--- config.mk ---
export PLATFORM = sky130hd
export DESIGN_NAME = dmem_arbiter
export DESIGN_NICKNAME = d
export VERILOG_FILES = /design/src/rtl/dmem_arbiter.sv
export SDC_FILE = /design/constraint.sdc
export NUM_CORES = 1
export LEC_CHECK = 0
export CAP_MARGIN = 5
export CORE_ASPECT_RATIO = 1.2
export CORE_MARGIN = 2
export CORE_UTILIZATION = 38
export DETAILED_ROUTE_END_ITERATION = 10
export GPL_TIMING_DRIVEN = 0
export PLACE_DENSITY = 0.86
export SYNTH_ARGS = -nofsm -noshare
export SYNTH_HDL_FRONTEND = slang
export SYNTH_SLANG_ARGS = --single-unit
--- constraint.sdc ---
create_clock -name clock -period 3.8 [get_ports clock]
set_input_delay 0.76 -clock clock [delete_from_list [all_inputs] [get_ports clock]]
set_output_delay 0.76 -clock clock [all_outputs]
set_load 0.02 [all_outputs]
--- src/rtl/dmem_arbiter.sv ---
`default_nettype none
// ============================================================================
// Module : dmem_arbiter
// Desc   : Shares the data memory between the CPU (priority) and a host port,
//          with a bounded-wait slot for the host and a CPU stall counter.
// Rev    : 1.0  initial release
// ============================================================================
module dmem_arbiter #(
  parameter int AW            = 8,
  parameter int DW            = 16,
  parameter int HOST_MAX_WAIT = 4
) (
  input  logic          clock,
  input  logic          reset,
  input  logic          cpu_req,
  input  logic          cpu_we,
  input  logic [AW-1:0] cpu_addr,
  input  logic [DW-1:0] cpu_wdata,
  output logic [DW-1:0] cpu_rdata,
  output logic          cpu_stall,
  input  logic          host_req,
  input  logic          host_we,
  input  logic [AW-1:0] host_addr,
  input  logic [DW-1:0] host_wdata,
  output logic [DW-1:0] host_rdata,
  output logic          host_ack,
  output logic [AW-1:0] mem_addr,
  output logic          mem_we,
  output logic [DW-1:0] mem_wdata,
  input  logic [DW-1:0] mem_rdata,
  output logic [15:0]   stall_cnt
);

  localparam logic [3:0] c_MAX_WAIT = 4'(HOST_MAX_WAIT);

  logic [3:0]    r_wait_cnt;
  logic          r_ack_q;
  logic [DW-1:0] r_host_rdata;
  logic [15:0]   r_stall_cnt;

  logic w_host_ok;
  logic w_force;
  logic w_grant_host;
  logic w_grant_cpu;
  logic w_cpu_stall;

  // The ack cycle blocks a new host grant, capping the host at one
  // transaction every two cycles.
  always_comb begin
    w_host_ok    = host_req & ~r_ack_q;
    w_force      = w_host_ok & (r_wait_cnt == c_MAX_WAIT);
    w_grant_host = w_host_ok & (~cpu_req | w_force);
    w_grant_cpu  = cpu_req & ~w_grant_host;
    w_cpu_stall  = cpu_req & w_grant_host;
  end

  always_comb begin
    mem_addr  = cpu_addr;
    mem_wdata = cpu_wdata;
    mem_we    = cpu_we & w_grant_cpu;
    if (w_grant_host) begin
      mem_addr  = host_addr;
      mem_wdata = host_wdata;
      mem_we    = host_we;
    end
    // Reset overrides the strobes combinationally so nothing leaks mid-cycle.
    mem_we    = mem_we & reset;
  end

  assign cpu_rdata  = mem_rdata;
  assign cpu_stall  = w_cpu_stall & reset;
  assign host_ack   = r_ack_q & reset;
  assign host_rdata = r_host_rdata;
  assign stall_cnt  = r_stall_cnt;

  always_ff @(posedge clock or negedge reset) begin
    if (!reset) begin
      r_wait_cnt   <= 4'd0;
      r_ack_q      <= 1'b0;
      r_host_rdata <= '0;
      r_stall_cnt  <= 16'd0;
    end else begin
      r_ack_q <= w_grant_host;
      if (w_grant_host) begin
        r_host_rdata <= mem_rdata;
      end

      if (!host_req || w_grant_host) begin
        r_wait_cnt <= 4'd0;
      end else if (w_host_ok && (r_wait_cnt != c_MAX_WAIT)) begin
        r_wait_cnt <= r_wait_cnt + 4'd1;
      end

      if (w_cpu_stall && (r_stall_cnt != 16'hFFFF)) begin
        r_stall_cnt <= r_stall_cnt + 16'd1;
      end
    end
  end

endmodule
`default_nettype wire

Yosys cells after proc, flatten, opt, wreduce, memory -nomap -nowiden

Index checks and enable logic that the tools add are counted.
W data, S select, Z words.

Add/sub/neg operators: 2
Equality and inequality tests: 3
Muxes and demuxes: 5
Bitwise gates (word level): 13
Reductions and logical operators: 5

Operators with widths:

| kind                    | number |
|---|---|
| $add A16 B1 Y16 const B | 1 |
| $mux W16                | 1 |
| $ne A16 B16 Y1 const B  | 1 |
| $and A1 B1 Y1           | 9 |
| $mux W4                 | 2 |
| $mux W8                 | 1 |
| $add A4 B1 Y4 const B   | 1 |
| $eq A4 B3 Y1 const B    | 1 |
| $ne A4 B3 Y1 const B    | 1 |
| $not A1 Y1              | 3 |
| $logic_and A1 B1 Y1     | 2 |
| $reduce_bool A2 Y1      | 1 |
| $logic_not A1 Y1        | 1 |
| $logic_or A1 B1 Y1      | 1 |
| $mux W1                 | 1 |
| $or A1 B1 Y1            | 1 |

Output and inout bits: 75
Logic and storage cells: 32
Register bits after elaboration: 37

Depth between registers and ports, before layout

Word-level depth: 10
Depth in mapped cells: 7
Depth with buffers taken out: 6

Least setup slack after synthesis

No wires, ideal clock.

Path kind: register to output
Start point: register r_wait_cnt[0]
End point: output port mem_we
Arrival: 1,914 ps
Cell stages (with the launch flop): 8
Path slack: 1,126 ps
Cells stage by stage: dfrtp_1 > inv_1 > ha_1 > nand3b_1 > a21oi_1 > buf_2 > nand2_1 > a21boi_0

Cells in the longest elaborated chain, start to end: 9

Ends and longest elaborated chain:

| item                   | line | source |
|---|---|---|
| from (decl)            | 36   | `logic [3:0] r_wait_cnt;` |
| from (signal assigned) | 91   | `r_wait_cnt <= r_wait_cnt + 4'd1;` |
| $eq A4 B3 Y1 *         | 51   | `w_force = w_host_ok & (r_wait_cnt == c_MAX_WAIT);` |
| $and A1 B1 Y1 *        | 51   |  |
| $or A1 B1 Y1 *         | 52   | `w_grant_host = w_host_ok & (~cpu_req \| w_force);` |
| $and A1 B1 Y1 *        | 52   |  |
| net w_grant_host       | 43   | `logic w_grant_host;` |
| $not A1 Y1             | 53   | `w_grant_cpu = cpu_req & ~w_grant_host;` |
| $and A1 B1 Y1          | 53   |  |
| $and A1 B1 Y1          | 60   | `mem_we = cpu_we & w_grant_cpu;` |
| $mux W1 *              | 61   | `if (w_grant_host) begin` |
| $and A1 B1 Y1 *        | 67   | `mem_we = mem_we & reset;` |
| to (decl)              | 28   | `output logic mem_we,` |

The timed path passes the listed nets; every way through them passes the cells marked *.

Final worst setup path

Start point: input port host_req
End point: output port mem_wdata[1]

Cells in the longest elaborated chain, start to end: 5

Ends and longest elaborated chain:

| item            | line | source |
|---|---|---|
| from (decl)     | 21   | `input logic host_req,` |
| $and A1 B1 Y1 * | 50   | `w_host_ok = host_req & ~r_ack_q;` |
| $and A1 B1 Y1   | 51   |  |
| $or A1 B1 Y1    | 52   |  |
| $and A1 B1 Y1 * | 52   |  |
| $mux W16 *      | 61   |  |
| to (decl)       | 29   | `output logic [DW-1:0] mem_wdata,` |

Every way passes the cells marked *; elsewhere a longest branch is shown, timed or not.

==> run summary <==
POWER AND IR DROP
--------------------------------------------------------------------------------------------------------
Overall power after layout ................................................................      1.10 mW
P_leak ....................................................................................      1.54 nW
PwrDens ...................................................................................   296 nW/µm²
Worst vdd rail ir drop ....................................................................     0.233 mV

CTS
--------------------------------------------------------------------------------------------------------
CTS Root Buffer Type ......................................................................     clkbuf_8
Clock sink total ..........................................................................           37
CTS tree ..................................................................................         done
Num CTS Buffers ...........................................................................            5
Longest Clk Path Bufs .....................................................................            2
Post-CTS clock slew at the launch and capture registers of the worst setup and hold paths .        60 ps
CTS H-Tree Depth ..........................................................................            2
Clock Latency Late Sink ...................................................................       290 ps
Count of hold buffers inserted by post-cts repair .........................................            0

CRITICAL PATH
--------------------------------------------------------------------------------------------------------
Max Fanout on Critical Path ...............................................................           10
Required time at the endpoint of the critical path ........................................      3040 ps
Delay of the slowest cell on the worst path ...............................................       550 ps
Critical Path End Type ....................................................................  output port
Start-to-end type of the worst setup path ................................................. input port to output port
Crit path capture ......................................................................... mem_wdata[1]
Critical path origin ......................................................................     host_req
Register-to-register setup slack ..........................................................      1660 ps
Cells along the critical path ............................................................. clkdlybuf4s50_1 -> nand2b_1 -> a21oi_2 -> buf_2 -> mux2_2 -> clkdlybuf4s50_1
Critical Path AT ..........................................................................      2890 ps
Destination of the worst register-to-register timing path ................................. stall_cnt[11]$_DFFE_PN0P_
Most used cell along the critical path .................................................... clkdlybuf4s50_1
Critical path's slowest cell .............................................................. clkdlybuf4s50_1
Depth of the worst register-to-register path ..............................................            6
Critical path startpoint category .........................................................   input port
Worst reg2reg path startpoint ............................................................. r_wait_cnt[0]$_DFFE_PN0P_

SYNTHESIS
--------------------------------------------------------------------------------------------------------
Share of the synthesized area in the top cell type ........................................        0.440
Cell type contributing the most total cell area after synthesis ...........................      dfrtp_1
Number of flip-flops and latches in the synthesized netlist ...............................           37
Post-synthesis sequential area ratio ......................................................        0.440
Post-synth net total ......................................................................          260
Main synth FF type ........................................................................      dfrtp_1
Syn avg cell area .........................................................................     11.3 µm²
Most numerous cell types in the synthesized netlist ....................................... 42 x mux2_2, 37 x dfrtp_1, 16 x buf_4
Count of unique library cells instantiated by Yosys .......................................           31
YS warnings ...............................................................................            0
Count leader, synth .......................................................................       mux2_2
Post-synthesis async set-or-reset flop share ..............................................         1.00
Cells after Synth .........................................................................          187
Number of flops mapped to enable cells by yosys ...........................................            0
Most area-consuming cells after synthesis ................................................. dfrtp_1 44%, mux2_2 22%, buf_4 5.7%
Mapped Area ...............................................................................     2110 µm²

TIMING
--------------------------------------------------------------------------------------------------------
Crit share post-route .....................................................................        0.961
Final worst clock skew ....................................................................      13.7 ps
Fmax achieved .............................................................................    0.274 GHz
Final-report setup violation count ........................................................            0
Min Clock Period, post-route ..............................................................      3650 ps
Count of final hold-check violations ......................................................            0
Slew margin rel. ..........................................................................        0.440
Number of pins with negative max-slew slack in the final report ...........................            0
Worst-margin pin slew .....................................................................       839 ps
Worst slack on hold paths .................................................................       503 ps
Slack of the critical path ................................................................       148 ps
Fin Setup TNS .............................................................................         0 ps
Setup repair after global routing missed its margin .......................................        false

GRT
--------------------------------------------------------------------------------------------------------
Initial antenna violation count ...........................................................            0
First-pass GRT wire length ................................................................      9.61 mm
Vias in the first global route ............................................................         1914
Largest net degree at the start of global routing .........................................           41
Overall fraction of global-route tracks in use ............................................        0.202
Total overflow reported by the global router ..............................................            0

PLACED DESIGN
--------------------------------------------------------------------------------------------------------
Sum of net half-perimeters after detailed placement .......................................      4.85 mm
Number of input and output port buffers inserted ..........................................          144
Worst slack at placement ..................................................................     -24.2 ps
Placed insts ..............................................................................          393
Routability Congestion ....................................................................        0.840
Placed standard-cell area .................................................................     3620 µm²

FINISH
--------------------------------------------------------------------------------------------------------
Synthesis-to-finish area growth ...........................................................        76.1%
Final net count ...........................................................................          411
Design Area, Final ........................................................................     3710 µm²
Antenna cells .............................................................................            0
Fin util ..................................................................................        0.695
Non-filler instance count after layout ....................................................          401
Fraction of layout cells with a size suffix above 1 .......................................        0.227
Filler instances ..........................................................................          407

FLOORPLAN
--------------------------------------------------------------------------------------------------------
Standard cell core area ...................................................................     5330 µm²
Width of the chip .........................................................................      72.0 µm
Height of the die .........................................................................      85.5 µm
Site row count ............................................................................           29
I/O Pins ..................................................................................          145
Effective utilization at floorplan ........................................................        0.395
Die area ..................................................................................     6160 µm²

ROUTING
--------------------------------------------------------------------------------------------------------
Number of iterations in the first detailed-routing pass ...................................            4
Total via count after detailed routing ....................................................         1995
Total routed wirelength ...................................................................      6.19 mm
Routed wire length per instance ...........................................................      15.4 µm
Count of routing violations after the opening detailed-route iteration ....................           53
Via density per instance ..................................................................         4.98
Number of remaining DRC errors ............................................................            0
Residual antenna-violating net count after detailed routing ...............................            0

RUN STATUS
--------------------------------------------------------------------------------------------------------
Outcome ...................................................................................    completed

MIN PATH
--------------------------------------------------------------------------------------------------------
HP Class .................................................................................. register to register

JOB
--------------------------------------------------------------------------------------------------------
Reported max-cap violation count ..........................................................            0

==> sequential cells by signal, summed over array words and instances, names as in the netlist <==
register	cells
host_rdata	16
stall_cnt	16
r_wait_cnt	4
r_ack_q	1
==> cell usage in the layout, fill, tap and decap left out, types with 5 or more instances in the layout <==
cell,count
clkdlybuf4s50_1,143
mux2_2,42
dfrtp_1,37
buf_4,16
nand3_1,14
xnor2_1,8
nand2_1,6
nand4_1,6
buf_2,5
clkbuf_8,5
==> per-layer routing <==
layer,GRT usage,share of wire,up-vias
met5,0,0,-
met4,0.0652,0.013,0
met3,0.0588,0.079,8
met2,0.343,0.51,91
met1,0.246,0.40,936
li1,-,-,960
==> critical path: cells and delay by family <==
family | cells | cell delay (ps)
compound gates | 1 | 250
simple gates | 1 | 120
mux | 1 | 360
buf+inv | 3 | 1400
==> how the worst min path moves through the flow <==
stage	start	to	slack [ps]	depth (start not counted)
detailed placement	host_rdata[1]$_DFFE_PN0N_	host_rdata[1]$_DFFE_PN0N_	490	1
finish	host_rdata[8]$_DFFE_PN0N_	host_rdata[8]$_DFFE_PN0N_	500	1
global route	host_rdata[13]$_DFFE_PN0N_	host_rdata[13]$_DFFE_PN0N_	520	1
CTS	host_rdata[14]$_DFFE_PN0N_	host_rdata[14]$_DFFE_PN0N_	510	1
global placement	host_rdata[6]$_DFFE_PN0N_	host_rdata[6]$_DFFE_PN0N_	490	1
floorplan	reset	host_rdata[0]$_DFFE_PN0N_	460	0
==> cell type report <==
class | count | area, µm² | share of cell area
sequential | 37 | 926 | 0.250
clock buffer | 6 | 72.6 | 0.0196
tap | 62 | 77.6 | 0.0209
buffer | 22 | 153 | 0.0412
multi-input combinational | 124 | 1020 | 0.275
timing repair buffer | 144 | 1440 | 0.387
clock inverter | 2 | 10.0 | 0.00270
inverter | 4 | 15.0 | 0.00405
==> report_power, final <==
group	switching [mW]	leakage, nW	internal, mW
clock	0.140	0.0450	0.127
combinational	0.157	1.02	0.226
sequential	0.0184	0.473	0.428
==> repair_timing <==
item	in CTS	in global routing
buffers inserted	0	0
endpoints found under the setup margin	24	1
gates resized for setup	1	1
==> cells by family after synthesis <==
| family | after synthesis | share of synthesized area |
|---|---|---|
| AND/OR/NAND/NOR | 52 | 0.141 |
| multiplexers | 45 | 0.241 |
| flip-flops | 37 | 0.440 |
| buffers and inverters | 26 | 0.0784 |
| AO/OA/AOI/OAI | 14 | 0.0404 |
| XOR/XNOR | 10 | 0.0416 |
| adder cells (fa/ha/maj) | 3 | 0.0178 |
Power figures use the tool's default switching activity.
